### src/rtl/mem_port_arbiter.sv
// mem_port_arbiter: shares one single-ported memory between instruction
// fetch (IF) and load/store (MEM). The data side has fixed priority.
// Each access runs over a variable-latency req/ack handshake, with a timeout
// so that a missing ack cannot deadlock the pipeline.
module mem_port_arbiter #(
  parameter int ADDR_W  = 32,
  parameter int DATA_W  = 32,
  parameter int TIMEOUT = 255
) (
  input  logic              clk,
  input  logic              rst_n,
  input  logic              if_req,
  input  logic [ADDR_W-1:0] if_addr,
  input  logic              if_flush,
  output logic              if_done,
  output logic [DATA_W-1:0] if_rdata,
  input  logic              dm_req,
  input  logic              dm_we,
  input  logic [ADDR_W-1:0] dm_addr,
  input  logic [DATA_W-1:0] dm_wdata,
  input  logic [3:0]        dm_wmask,
  output logic              dm_done,
  output logic [DATA_W-1:0] dm_rdata,
  output logic              stall_if,
  output logic              stall_mem,
  output logic              mem_req,
  output logic              mem_we,
  output logic [ADDR_W-1:0] mem_addr,
  output logic [DATA_W-1:0] mem_wdata,
  output logic [3:0]        mem_wmask,
  input  logic              mem_ack,
  input  logic [DATA_W-1:0] mem_rdata,
  output logic              bus_err
);

  typedef enum logic [1:0] {IDLE, DM_WAIT, IF_WAIT, IF_DROP} state_t;

  localparam logic [7:0] TIMEOUT_C = 8'(TIMEOUT);

  state_t            state_q, state_d;
  logic              mem_req_q, mem_req_d;
  logic              mem_we_q, mem_we_d;
  logic [ADDR_W-1:0] mem_addr_q, mem_addr_d;
  logic [DATA_W-1:0] mem_wdata_q, mem_wdata_d;
  logic [3:0]        mem_wmask_q, mem_wmask_d;
  logic              if_done_q, if_done_d;
  logic              dm_done_q, dm_done_d;
  logic [DATA_W-1:0] if_rdata_q, if_rdata_d;
  logic [DATA_W-1:0] dm_rdata_q, dm_rdata_d;
  logic              bus_err_q, bus_err_d;
  logic [7:0]        tmo_cnt_q, tmo_cnt_d;
  logic [7:0]        tmo_next;
  logic              tmo_hit;
  logic              grant_ok;

  // Next-state logic: grant in IDLE, complete, drop or abort while waiting.
  // The requester's req is still high during its done pulse, so no grant is
  // made in a done cycle; this prevents the same access from being issued again.
  always_comb begin
    state_d     = state_q;
    mem_req_d   = mem_req_q;
    mem_we_d    = mem_we_q;
    mem_addr_d  = mem_addr_q;
    mem_wdata_d = mem_wdata_q;
    mem_wmask_d = mem_wmask_q;
    if_done_d   = 1'b0;
    dm_done_d   = 1'b0;
    if_rdata_d  = if_rdata_q;
    dm_rdata_d  = dm_rdata_q;
    bus_err_d   = bus_err_q;
    tmo_cnt_d   = tmo_cnt_q;
    tmo_next    = tmo_cnt_q + 8'd1;
    tmo_hit     = (tmo_next == TIMEOUT_C);
    grant_ok    = !if_done_q && !dm_done_q;

    case (state_q)
      IDLE: begin
        if (grant_ok && dm_req) begin
          mem_req_d   = 1'b1;
          mem_we_d    = dm_we;
          mem_addr_d  = dm_addr;
          mem_wdata_d = dm_wdata;
          mem_wmask_d = dm_wmask;
          tmo_cnt_d   = 8'd0;
          state_d     = DM_WAIT;
        end else if (grant_ok && if_req && !if_flush) begin
          mem_req_d   = 1'b1;
          mem_we_d    = 1'b0;
          mem_addr_d  = if_addr;
          mem_wmask_d = 4'b0000;
          tmo_cnt_d   = 8'd0;
          state_d     = IF_WAIT;
        end
      end

      DM_WAIT: begin
        if (mem_ack) begin
          mem_req_d  = 1'b0;
          dm_rdata_d = mem_rdata;
          dm_done_d  = 1'b1;
          state_d    = IDLE;
        end else begin
          tmo_cnt_d = tmo_next;
          if (tmo_hit) begin
            mem_req_d  = 1'b0;
            bus_err_d  = 1'b1;
            dm_rdata_d = '0;
            dm_done_d  = 1'b1;
            state_d    = IDLE;
          end
        end
      end

      IF_WAIT: begin
        if (mem_ack) begin
          mem_req_d = 1'b0;
          state_d   = IDLE;
          if (!if_flush) begin
            if_rdata_d = mem_rdata;
            if_done_d  = 1'b1;
          end
        end else begin
          tmo_cnt_d = tmo_next;
          if (tmo_hit) begin
            mem_req_d = 1'b0;
            bus_err_d = 1'b1;
            state_d   = IDLE;
            if (!if_flush) begin
              if_rdata_d = '0;
              if_done_d  = 1'b1;
            end
          end else if (if_flush) begin
            state_d = IF_DROP;
          end
        end
      end

      IF_DROP: begin
        if (mem_ack) begin
          mem_req_d = 1'b0;
          state_d   = IDLE;
        end else begin
          tmo_cnt_d = tmo_next;
          if (tmo_hit) begin
            mem_req_d = 1'b0;
            bus_err_d = 1'b1;
            state_d   = IDLE;
          end
        end
      end

      default: state_d = IDLE;
    endcase
  end

  // State and registered outputs, cleared asynchronously by reset.
  always_ff @(posedge clk or negedge rst_n) begin
    if (!rst_n) begin
      state_q     <= IDLE;
      mem_req_q   <= 1'b0;
      mem_we_q    <= 1'b0;
      mem_addr_q  <= '0;
      mem_wdata_q <= '0;
      mem_wmask_q <= 4'b0000;
      if_done_q   <= 1'b0;
      dm_done_q   <= 1'b0;
      if_rdata_q  <= '0;
      dm_rdata_q  <= '0;
      bus_err_q   <= 1'b0;
      tmo_cnt_q   <= 8'd0;
    end else begin
      state_q     <= state_d;
      mem_req_q   <= mem_req_d;
      mem_we_q    <= mem_we_d;
      mem_addr_q  <= mem_addr_d;
      mem_wdata_q <= mem_wdata_d;
      mem_wmask_q <= mem_wmask_d;
      if_done_q   <= if_done_d;
      dm_done_q   <= dm_done_d;
      if_rdata_q  <= if_rdata_d;
      dm_rdata_q  <= dm_rdata_d;
      bus_err_q   <= bus_err_d;
      tmo_cnt_q   <= tmo_cnt_d;
    end
  end

  assign mem_req   = mem_req_q;
  assign mem_we    = mem_we_q;
  assign mem_addr  = mem_addr_q;
  assign mem_wdata = mem_wdata_q;
  assign mem_wmask = mem_wmask_q;
  assign if_done   = if_done_q;
  assign dm_done   = dm_done_q;
  assign if_rdata  = if_rdata_q;
  assign dm_rdata  = dm_rdata_q;
  assign bus_err   = bus_err_q;

  // Stalls are combinational so they release in the same cycle as the done pulse.
  assign stall_mem = dm_req && !dm_done_q;
  assign stall_if  = (if_req && !if_done_q) || stall_mem;

endmodule

### config.mk
export PLATFORM = sky130hd
export DESIGN_NAME = mem_port_arbiter
export DESIGN_NICKNAME = d
export VERILOG_FILES = /design/src/rtl/mem_port_arbiter.sv
export SDC_FILE = /design/constraint.sdc
export NUM_CORES = 1
export LEC_CHECK = 0
export BUFFER_PORTS_ARGS = -buffer_cell sky130_fd_sc_hd__buf_2
export CAP_MARGIN = 10
export CORE_MARGIN = 2
export CORE_UTILIZATION = 44
export CTS_BUF_LIST = sky130_fd_sc_hd__clkbuf_8
export DETAILED_ROUTE_END_ITERATION = 16
export GPL_ROUTABILITY_DRIVEN = 0
export PLACE_DENSITY_LB_ADDON = 0.15
export RECOVER_POWER = 100
export SYNTH_ARGS = -nofsm -noshare
export SYNTH_HDL_FRONTEND = slang
export SYNTH_SLANG_ARGS = --single-unit
### constraint.sdc
create_clock -name clk -period 2.2 [get_ports clk]
set_clock_uncertainty 0.2 [all_clocks]
set_input_delay 0 -clock clk [delete_from_list [all_inputs] [get_ports clk]]
set_output_delay 0 -clock clk [all_outputs]
set_load 0.03 [all_outputs]
# Word-level counts from Yosys, hierarchy flattened
# Index checks and enable logic that the tools add are counted.
# word_totals
ff_bits	147
latch_bits	0
mem_bits_rw	0
mem_bits_ro	0
inputBits	139
out_inout_bits	139
word_cells	84
n_memories	0
# op_classes
n_addsub	1
mul	0
div_mod_pow	0
order_cmp	0
eq_ne	11
shifts	0
n_mux	36
bitwise_logic	1
reduce_logical	23
# ops
op	n
two-way mux 32 bit	8
two-way mux 8 bit	3
case mux 8 bit (2 select lines)	1
two-way mux 2 bit	7
two-way mux 1 bit	13
AND reduction 2 bit	5
adder 8 x 1 -> 8 bit (second input constant)	1
== test 8 bit (second input constant)	1
two-way mux 4 bit	2
logical AND 1 bit	6
!= test 2 bit (second input constant)	3
!= test 3 x 1 -> 1 bit (second input constant)	2
case mux 2 bit (3 select lines)	1
AND reduction 3 bit	2
== test 2 bit (second input constant)	2
!= test 4 bit (second input constant)	1
AND reduction 4 bit	1
nonzero test 2 bit	2
zero test 1 bit	3
!= test 3 bit (second input constant)	1
OR reduction 3 bit	1
== test 2 x 1 -> 1 bit (second input constant)	1
zero test 2 bit	1
case mux 1 bit (2 select lines)	1
other kinds (3)	3

# Depth between registers and ports, before layout
# Gate-level depths: netlist of the first run.
# logic_depth
word_depth	7
ltp_mapped	8
depth_no_buf	6

# Worst setup path before layout of the first run
# Ideal clock, no wire load.
# synth_timing
path_kind	flip-flop to flip-flop
from	register tmo_cnt_q[0]
to	register if_rdata_q[21], in the netlist if_rdata[21]
setup_time_ps	122
arrival_time_ps	1996
t_required_ps	1878
slack_ps	-118
path_stages_with_launch	9
cell_sequence	dfrtp_1 ha_1 and3_1 clkbuf_2 o211a_1 o31ai_4 nand3_4 buf_6 a32o_1
# synth_between
elab_chain_len	4
elab_cells_between_ends	5
# synth_rtl
item	line	rtl
start, declared	51	logic [7:0] tmo_cnt_q, tmo_cnt_d;
start signal, assigned	183	tmo_cnt_q <= tmo_cnt_d;
adder 8 x 1 -> 8 bit (*)	72	tmo_next = tmo_cnt_q + 8'd1;
== test 8 bit (*)	73	tmo_hit = (tmo_next == TIMEOUT_C);
!= test 2 bit (no line) or nonzero test 2 bit (tied branches)	-	
AND reduction 4 bit (no line) (*)	-	
end signal, assigned	180	if_rdata_q <= if_rdata_d;
end, declared	48	logic [DATA_W-1:0] if_rdata_q, if_rdata_d;
# Mark *: on every way between the ends. The rest lies on a longest branch, timed or not.
# A chain may end at the register's enable or synchronous reset.

# Worst setup path in the final report of the first run
# layout_timing
from	register dm_done_q, in the netlist dm_done
to	register mem_addr_q[27], in the netlist mem_addr[27]
# layout_between
elab_chain_len	6
elab_cells_between_ends	8
# layout_rtl
item	line	rtl
start, declared	47	logic dm_done_q, dm_done_d;
start signal, assigned	179	dm_done_q <= dm_done_d;
zero test 1 bit (*)	74	grant_ok = !if_done_q && !dm_done_q;
logical AND 1 bit (*)	74	
logical AND 1 bit (2 in series)	86	end else if (grant_ok && if_req && !if_flush) begin
nonzero test 2 bit (no line)	-	
AND reduction 2 bit (no line)	-	
end signal, assigned	175	mem_addr_q <= mem_addr_d;
end, declared	43	logic [ADDR_W-1:0] mem_addr_q, mem_addr_d;
# Marked as above.

==> results of run 1 <==
==> path summary, 6_finish.rpt <==
path	endpoint	startpoint	cells after the start
setup reg to reg	mem_addr[27]$_DFFE_PN0P_	dm_done$_DFF_PN0_	6
hold reg to reg	mem_wdata[25]$_DFFE_PN0P_	mem_wdata[25]$_DFFE_PN0P_	2
hold / removal	mem_wdata[13]$_DFFE_PN0P_	dm_wdata[13]	4
max in group asynchronous	if_rdata[22]$_DFFE_PN0P_	rst_n	4
min in group asynchronous	mem_addr[20]$_DFFE_PN0P_	rst_n	3
setup / recovery	mem_addr[27]$_DFFE_PN0P_	dm_done$_DFF_PN0_	6
==> state kept, by name (all words and copies together), names as in the netlist <==
name / flops
bus_err: 1
dm_done: 1
dm_rdata: 32
if_done: 1
if_rdata: 32
mem_addr: 32
mem_req: 1
mem_wdata: 32
mem_we: 1
mem_wmask: 4
state_q: 2
tmo_cnt_q: 8
==> per-layer routing <==
metal  track usage [%]  vias up  share of wire, %
met2             46.07      301                52
met3             7.096       86               6.2
met5                 0        -                 0
li1                  -     2765                 -
met4             15.01        0               4.8
met1             30.48     2950                37
==> critical path, delay by kind of cell, from the launching register on <==
family	cells	cell delay (ns)
buffers and inverters	3	0.87
DFF	1	0.43
and+or+nand+nor	1	0.27
muxes	1	0.22
AOI/OAI and AO/OA	1	0.08
==> what timing repair did <==
| item | CTS | global route |
|---|---|---|
| setup buffers | 0 | 8 |
| gates cloned | 0 | 2 |
| endpoints found under the setup margin | 63 | 83 |
| hold endpoints to repair | 290 | 6 |
| pin swaps | 1 | 1 |
| gates resized for setup | 0 | 18 |
| hold buffers | 139 | 6 |
==> per-stage QoR <==
step	hold WS [ns]	instances	worst slack [ns]	util, %
after detailed placement	-0.1496	962	-0.003317	57.75
after global routing	0.07116	1148	-0.07260	70.79
after CTS	0.03851	1131	0.03495	70.80
final	0.08517	1148	-0.01895	70.79
after floorplan	-0.4956	530	-0.1165	-
after global placement	-0.1597	962	0.04240	57.75
==> cell families (layout without fill, tap and decap cells) <==
group,Yosys count,in the layout,synth area share (%)
fa+ha+maj,2,2,0.4125
mux,32,32,5.281
simple gates,161,161,11.32
other cells,0,1,0
flops,147,147,60.64
compound gates,134,134,17.74
buf+inv,52,493,4.311
xor+xnor,2,2,0.2888
==> final cells by class <==
cell class / count / area, µm² / share of cell area (%)
multi-input combinational: 331 / 2156 / 22.82
tap: 176 / 220.2 / 2.331
sequential: 147 / 3680 / 38.94
timing repair buffer: 455 / 3010 / 31.86
clock buffer: 23 / 316.6 / 3.350
clock inverter: 7 / 33.78 / 0.3575
inverter: 8 / 30.03 / 0.3178
antenna: 1 / 2.502 / 0.02648
==> report_power, final <==
group	switching, µW	internal (µW)
sequential	716	3900
combinational	4290	1780
clock	937	930
total	5950	6600
==> synthesized netlist by cell type (3+ instances only) <==
master | count | area share [%]
nand2_1 | 133 | 8.2
o21ai_1 | 23 | 1.9
nor2b_1 | 3 | 0.31
nand3_1 | 7 | 0.58
buf_6 | 8 | 1.5
dfrtp_1 | 147 | 61
mux2i_1 | 32 | 5.3
a21oi_1 | 4 | 0.33
and2_1 | 3 | 0.31
o21ai_0 | 23 | 1.9
buf_2 | 4 | 0.33
o31ai_1 | 3 | 0.37
a22o_1 | 5 | 0.72
clkbuf_1 | 30 | 1.9
a32o_1 | 66 | 11
inv_1 | 6 | 0.37
nor2_1 | 5 | 0.31
==> flow_summary.yaml, run 1 <==
die:
  coreArea_um2: 13350
  ios: 278
  die-area_um2: 14740
  die_h_um: 121.4
  rows: 42
  die_x_um: 121.4
  start_util_pct: 45.44
worst_setup_path:
  cp.required_ns: 2.30
  crit_chain: "nor3_4 -> buf_6 -> buf_12 -> mux2i_1 -> dlygate4sd3_1 -> o21ai_0"
  endpoint_kind: "flop"
  r2r_slack_ns: -0.02
  critical_path.startpoint_type: "flop"
  crit_slowest_cell: "dlygate4sd3_1"
  worstPathArrival_ns: 2.31
  path_class: "reg -> reg"
  path_max_fanout: 8
  crit_path_max_incr_delay_ns: 0.58
logic_synthesis:
  synth_cell_types: 41
  synth_edf_count: 0
  ys_ff_latch: 147
  syn_area_um2: 6066
  synth-async-reset-ratio_pct: 100.0
  synth_cells: 530
  syn_nets: 671
  ys.flop_type: "dfrtp_1"
  syn_avg_cell_area_um2: 11.44
  seq_area_frac_synth_pct: 60.64
  synth_warnings: 0
sta:
  final-setup-viol-count: 1
  fmax_mhz: 450.7
  slew_viol_final: 0
  tns_ns: -0.01895
  max_slew.worst_pin.slew_ns: 0.9463
  maxSlewHeadroom_pct: 36.91
  rsz0062_at_grt: "yes"
  min_period_ns: 2.219
  report.final.hold_viol_count: 0
  fin_crit_sh_pct: 100.9
  layout_setup_ws_ns: -0.01895
drt:
  wire_per_inst_um: 17.76
  vias_per_cell: 5.315
  wl_mm: 20.39
  drtIter0Drc: 398
  ant_nets: 0
  drcViolationCount: 0
  vias: 6102
  drtPass1Iterations: 5
grt:
  grt_max_degree: 72
  grt.total_usage_pct: 26.91
  grt_first_pass_wirelength_mm: 30.59
  grt_pass1_vias: 6294
  overflow: 0
  antenna_found_initial: 1
outcome:
  status: "finished with violations"
  violations: "negative setup slack"
final_layout:
  drive_above_1_share_pct: 22.14
  final_cell_mix: "dfrtp_1, buf_2, dlygate4sd3_1, clkbuf_1, nand2_1"
  area_growth_pct: 55.78
  finalInstanceArea_um2: 9449
  fin_nets: 1101
  final_common_cell: "dfrtp_1"
  fill_cells: 1022
placement:
  place.detailed.hpwl_mm: 11.71
  place.port_buffers: 277
  placed_area_um2: 7709
min_path:
  hold_path.class: "in -> reg"
clocking:
  clock_path_buffers: 2
  clk_pin_slew_ns: 0.07
  cts_tree: "built"
  root_buffer: "clkbuf_8"
  numCtsBuffers: 17
  h-tree-depth: 4
  clk_latency_ns: 0.44
  clkSinkCount: 147
power_and_ir_drop:
  vdd_drop_max_mv: 0.7948
  power.total_uw: 12550
  power_density_nw_per_um2: 1328
  power.leakage_uw: 0.004521
flow_run:
  max_cap_viol_count: 0
Note: power is estimated with default switching activity, not from simulation.
==> run 2, diff against run 1 <==
--- a/config.mk
+++ b/config.mk
@@ -14,6 +14,7 @@
 export GPL_ROUTABILITY_DRIVEN = 0
 export PLACE_DENSITY_LB_ADDON = 0.15
 export RECOVER_POWER = 100
+export SETUP_SLACK_MARGIN = 0.2
 export SYNTH_ARGS = -nofsm -noshare
 export SYNTH_HDL_FRONTEND = slang
 export SYNTH_SLANG_ARGS = --single-unit
==> run 2 against run 1 <==
Net effect:
- clock power is 19% higher
- clock-buffer cell count is 4 lower
- die area stayed put
- the run now ends clean
==> flow_summary.yaml, run 2 (synthesized netlist as in run 1, its figures left out) <==
clocking:
  clk_latency_ns: 0.43
  numCtsBuffers: 17
  cts_tree: "built"
  root_buffer: "clkbuf_8"
  h-tree-depth: 4
  clock_path_buffers: 2
  clk_pin_slew_ns: 0.08
  clkSinkCount: 147
final_layout:
  fin_nets: 1090
  finalNonFillerCells: 1138
  final_cell_mix: "dfrtp_1, dlygate4sd3_1, clkbuf_1"
  drive_above_1_share_pct: 22.79
  final_common_cell: "dfrtp_1"
  area_growth_pct: 55.55
  finalInstanceArea_um2: 9435
  multi_input_area_um2: 2213
  fill_cells: 1048
  seqCellArea_um2: 3680
die:
  die_x_um: 121.4
  coreArea_um2: 13350
  ios: 278
  start_util_pct: 45.44
  die-area_um2: 14740
  die_h_um: 121.4
  rows: 42
drt:
  ant_nets: 0
  vias_per_cell: 5.302
  wire_per_inst_um: 17.51
  drtIter0Drc: 389
  vias: 6034
  wl_mm: 19.93
  drcViolationCount: 0
  drtPass1Iterations: 6
placement:
  placed_area_um2: 7721
  place.detailed.hpwl_mm: 12.01
  place.port_buffers: 277
  dp_cells: 964
worst_setup_path:
  endpoint_kind: "flop"
  worstPathArrival_ns: 2.31
  cp.required_ns: 2.32
  path_max_fanout: 32
  critical_path.startpoint_type: "flop"
  path_class: "reg -> reg"
power_and_ir_drop:
  vdd_drop_max_mv: 0.9148
  power.leakage_uw: 0.004459
  power_density_nw_per_um2: 1365
grt:
  grt_pass1_vias: 6455
  grt_first_pass_wirelength_mm: 31.57
  grt.total_usage_pct: 27.59
  grt_max_degree: 72
  antenna_found_initial: 1
  overflow: 0
sta:
  min_period_ns: 2.193
  maxSlewHeadroom_pct: 46.37
  slew_viol_final: 0
  rsz0062_at_grt: "yes"
  report.final.hold_viol_count: 0
  max_slew.worst_pin.slew_ns: 0.8045
  fmax_mhz: 456.0
  fin_crit_sh_pct: 99.69
  final-setup-viol-count: 0
flow_run:
  max_cap_viol_count: 0
outcome:
  status: "finished, final reports clean"
min_path:
  hold_path.class: "in -> reg"
==> run 2: power breakdown <==
part	switching, µW	internal, µW	leakage [µW]
clock	951	1270	0.000224
combinational	4300	1740	0.00241
sequential	720	3890	0.00182
total	5970	6910	0.00446
==> run 2: metrics by stage <==
step,setup slack (ns),TNS [ns],power (µW),util (%),hold WS (ns)
floorplan,-0.1149,-6.413,8599,-,-0.4956
global placement,0.002879,0,10500,57.85,-0.2112
detailed placement,-0.02549,-0.4401,10670,57.85,-0.1985
CTS,0.03883,0,13170,71.89,0.03878
global route,-0.05969,-2.151,13580,70.69,0.07866
finish,0.006841,0,12880,70.69,0.08730
==> run 2: metal layers <==
layer	vias up	track usage, %	part of all wire [%]
met4	0	15.09	4.4
met5	-	0	0
met2	277	48.03	52
met3	71	6.814	6.3
met1	2937	30.96	37
li1	2749	-	-
==> run 2: cell type report <==
type	count	share of cell area, %
Sequential cell	147	39.00
Antenna cell	1	0.02652
Tap cell	176	2.334
Clock buffer	19	2.772
Multi-Input combinational cell	331	23.46
Timing Repair Buffer	444	30.35
Clock inverter	12	1.737
Inverter	8	0.3183
==> run 2: worst paths after layout <==
path	from	endpoint	slack, ns	cells past startpoint
worst max-delay path	tmo_cnt_q[1]$_DFFE_PN0P_	dm_rdata[2]$_DFFE_PN0P_	0.007	7
worst min-delay path	dm_wdata[1]	mem_wdata[1]$_DFFE_PN0P_	0.09	4
worst max register to register	tmo_cnt_q[1]$_DFFE_PN0P_	dm_rdata[2]$_DFFE_PN0P_	0.007	7
worst min register to register	mem_wdata[23]$_DFFE_PN0P_	mem_wdata[23]$_DFFE_PN0P_	0.28	2
max in group asynchronous	rst_n	dm_rdata[19]$_DFFE_PN0P_	0.30	4
min in group asynchronous	rst_n	mem_addr[23]$_DFFE_PN0P_	0.57	3
==> run 2: critical path: stages, from the launching register on <==
cell,delay (ns)
dfrtp_1,0.40
ha_2,0.20
and3_4,0.16
o211a_1,0.24
o31ai_4,0.31
nand3_4,0.13
buf_12,0.19
a32o_2,0.24
==> run 2: repair_timing <==
item                                   4_1_cts  5_1_grt
pin swaps                                    4        1
buffers inserted                             0        3
resized for setup                           11       10
hold buffers                               139        0
endpoints found under the hold margin      290        0
setup endpoints to repair                   68       93
==> run 3, diff against run 2 <==
--- a/config.mk
+++ b/config.mk
@@ -5,6 +5,7 @@
 export SDC_FILE = /design/constraint.sdc
 export NUM_CORES = 1
 export LEC_CHECK = 0
+export ABC_AREA = 1
 export BUFFER_PORTS_ARGS = -buffer_cell sky130_fd_sc_hd__buf_2
 export CAP_MARGIN = 10
 export CORE_MARGIN = 2
@@ -14,6 +15,7 @@
 export GPL_ROUTABILITY_DRIVEN = 0
 export PLACE_DENSITY_LB_ADDON = 0.15
 export RECOVER_POWER = 100
+export REMOVE_ABC_BUFFERS = 1
 export SETUP_SLACK_MARGIN = 0.2
 export SYNTH_ARGS = -nofsm -noshare
 export SYNTH_HDL_FRONTEND = slang
==> run 3 against run 2 <==
Net effect:
- register-to-register slack gained 0.08 ns
- sequential cell count is the same
- first-iteration DRC count is 14% lower
- critical path type unchanged
- die area rose by 4.0%
- sequential power up 3%
- non-clock buffer count grew 3
- critical path depth is 6 higher
- final area grew 5.5%
- area after synthesis increased by 4.1%
==> flow_summary.yaml, run 3 <==
outcome:
  status: "finished, final reports clean"
logic_synthesis:
  seq_area_frac_synth_pct: 58.23
  synth_cells: 617
  syn_area_um2: 6317
  syn_avg_cell_area_um2: 10.24
  netlist_top_cells_area: "dfrtp_1, nand2_1, o21ai_2"
  synth_warnings: 0
  synth-async-reset-ratio_pct: 100.0
  synth.most_common_cell: "dfrtp_1"
  synth_area_leader_cell: "dfrtp_1"
  ys_ff_latch: 147
  ys.flop_type: "dfrtp_1"
  synth_top_area_share_pct: 58.23
  synthTopCellsByCount: "dfrtp_1, nand2_1, o21ai_2, nand3_1, nor2_1"
  synth_edf_count: 0
  synth_cell_types: 25
drt:
  drcViolationCount: 0
  wire_per_inst_um: 16.66
  ant_nets: 0
  drtPass1Iterations: 5
  vias_per_cell: 5.068
  wl_mm: 20.61
  vias: 6269
  drtIter0Drc: 336
power_and_ir_drop:
  vdd_drop_max_mv: 0.7921
  power.leakage_uw: 0.004591
  power.total_uw: 13670
  power_density_nw_per_um2: 1373
worst_setup_path:
  endpoint_kind: "flop"
  critical_path.startpoint_type: "flop"
  cp.required_ns: 2.33
  r2r-end: "if_rdata[14]$_DFFE_PN0P_"
  reg2reg_depth: 13
  path_class: "reg -> reg"
  path_max_fanout: 5
  r2r_slack_ns: 0.09
  rr_startpoint: "tmo_cnt_q[0]$_DFFE_PN0P_"
  worstPathArrival_ns: 2.24
sta:
  max_slew.worst_pin.slew_ns: 0.8167
  whs_ns: 0.07055
  min_period_ns: 2.115
  final-setup-viol-count: 0
  fmax_mhz: 472.9
  fin_crit_sh_pct: 96.12
  rsz0062_at_grt: "yes"
  report.final.hold_viol_count: 0
  tns_ns: 0
  slew_viol_final: 0
  maxSlewHeadroom_pct: 45.56
grt:
  grt.total_usage_pct: 26.38
  grt_max_degree: 66
  antenna_found_initial: 0
  overflow: 0
  grt_first_pass_wirelength_mm: 31.14
  grt_pass1_vias: 6428
die:
  die-area_um2: 15330
  coreArea_um2: 13930
  start_util_pct: 45.34
  rows: 43
  ios: 278
  die_h_um: 123.8
  die_x_um: 123.8
flow_run:
  max_cap_viol_count: 0
min_path:
  whs_endpoint: "dm_done$_DFF_PN0_"
  hp-start: "mem_ack"
  hold_path.class: "in -> reg"
  holdPathStages: 6
final_layout:
  drive_above_1_share_pct: 33.30
  area_growth_pct: 57.60
  final_cell_mix: "dfrtp_1, dlygate4sd3_1, buf_2"
  fin_nets: 1185
  final_common_cell: "dfrtp_1"
  n_antenna_cell: 0
  fill_cells: 1082
clocking:
  cts_tree: "built"
  h-tree-depth: 4
  clk_latency_ns: 0.44
  clk_pin_slew_ns: 0.08
  clkSinkCount: 147
  numCtsBuffers: 17
  clock_path_buffers: 2
  root_buffer: "clkbuf_8"
placement:
  place.port_buffers: 277
  place.detailed.hpwl_mm: 12.30
==> run 3: cell types whose count changed in the layout (fill, tap and decap cells not counted), moves of 15 or more <==
cell     previous run  this run
inv_1               8        23
nor2_1              5        38
mux2_2              0        32
nand2_2             0        45
a31oi_1             0        32
a32o_1             64         0
nand2_1           132       112
nand3_1             7        43
mux2i_1            32         0
o21ai_0            40         9
o21ai_2             0        52
==> run 3: cell families after synthesis <==
| family | share of synthesized area, % |
|---|---|
| simple gates | 17.37 |
| flops | 58.23 |
| compound gates | 12.74 |
| buf+inv | 5.427 |
| mux | 5.704 |
| fa+ha+maj | 0.3961 |
| xor+xnor | 0.1387 |
==> run 3: through the flow <==
stage                     worst slack (ns)  utilization (%)  cell area, µm²  instances
after floorplan                     -3.803                -            6061        578
after global placement              0.1381            56.50            7873       1050
after detailed placement           0.06566            56.50            7873       1050
after CTS                           0.1002            71.16            9916       1232
after global routing              -0.06960            71.45            9956       1237
final                              0.08532            71.45            9956       1237
==> run 3: cell type report <==
type	count	area [µm²]	share of cell area, %
sequential	147	3679	36.95
timing repair buffer	447	3052	30.65
multi-input combinational	408	2485	24.96
clock buffer	19	261.5	2.627
tap	180	225.2	2.262
clock inverter	13	167.7	1.684
inverter	23	86.33	0.8672
==> run 3: worst max path at each step <==
stage	startpoint	slack [ns]	to
2_1_floorplan	dm_done$_DFF_PN0_	-3.80	tmo_cnt_q[0]$_DFFE_PN0P_
3_3_place_gp	tmo_cnt_q[0]$_DFFE_PN0P_	0.14	dm_rdata[13]$_DFFE_PN0P_
3_5_place_dp	tmo_cnt_q[0]$_DFFE_PN0P_	0.07	if_rdata[14]$_DFFE_PN0P_
4_1_cts	tmo_cnt_q[0]$_DFFE_PN0P_	0.10	if_rdata[22]$_DFFE_PN0P_
5_1_grt	tmo_cnt_q[0]$_DFFE_PN0P_	-0.07	if_rdata[0]$_DFFE_PN0P_
6_report	tmo_cnt_q[0]$_DFFE_PN0P_	0.09	if_rdata[14]$_DFFE_PN0P_
==> run 3: repair_timing <==
item,4_1_cts,5_1_grt
resized for setup,18,51
pin swaps,3,6
cloned,4,3
setup endpoints to repair,64,135
hold buffers,140,0
hold endpoints to repair,286,0
setup buffers,6,2
==> run 3: metal layers <==
layer,part of all wire [%],vias up,track usage [%]
met5,0,-,0
met4,2.7,0,11.72
met3,8.7,50,7.555
met2,48,322,44.33
met1,40,2974,31.54
li1,-,2923,-
==> run 3: worst max-delay path, stage by stage (launching register included) <==
cell	delay (ns)
dfrtp_1	0.42
ha_2	0.22
nand2_1	0.08
nand2_2	0.06
nor2_2	0.09
nand3_1	0.09
nor2_2	0.13
nand2_2	0.08
nand2_4	0.10
nand3_4	0.10
buf_6	0.16
clkbuf_16	0.16
nand2_2	0.06
o21ai_2	0.05
==> run 3: where the power goes <==
part	switching (µW)	total [µW]	internal, µW
Sequential	839	4760	3920
Combinational	4630	6670	2050
Clock	965	2240	1280
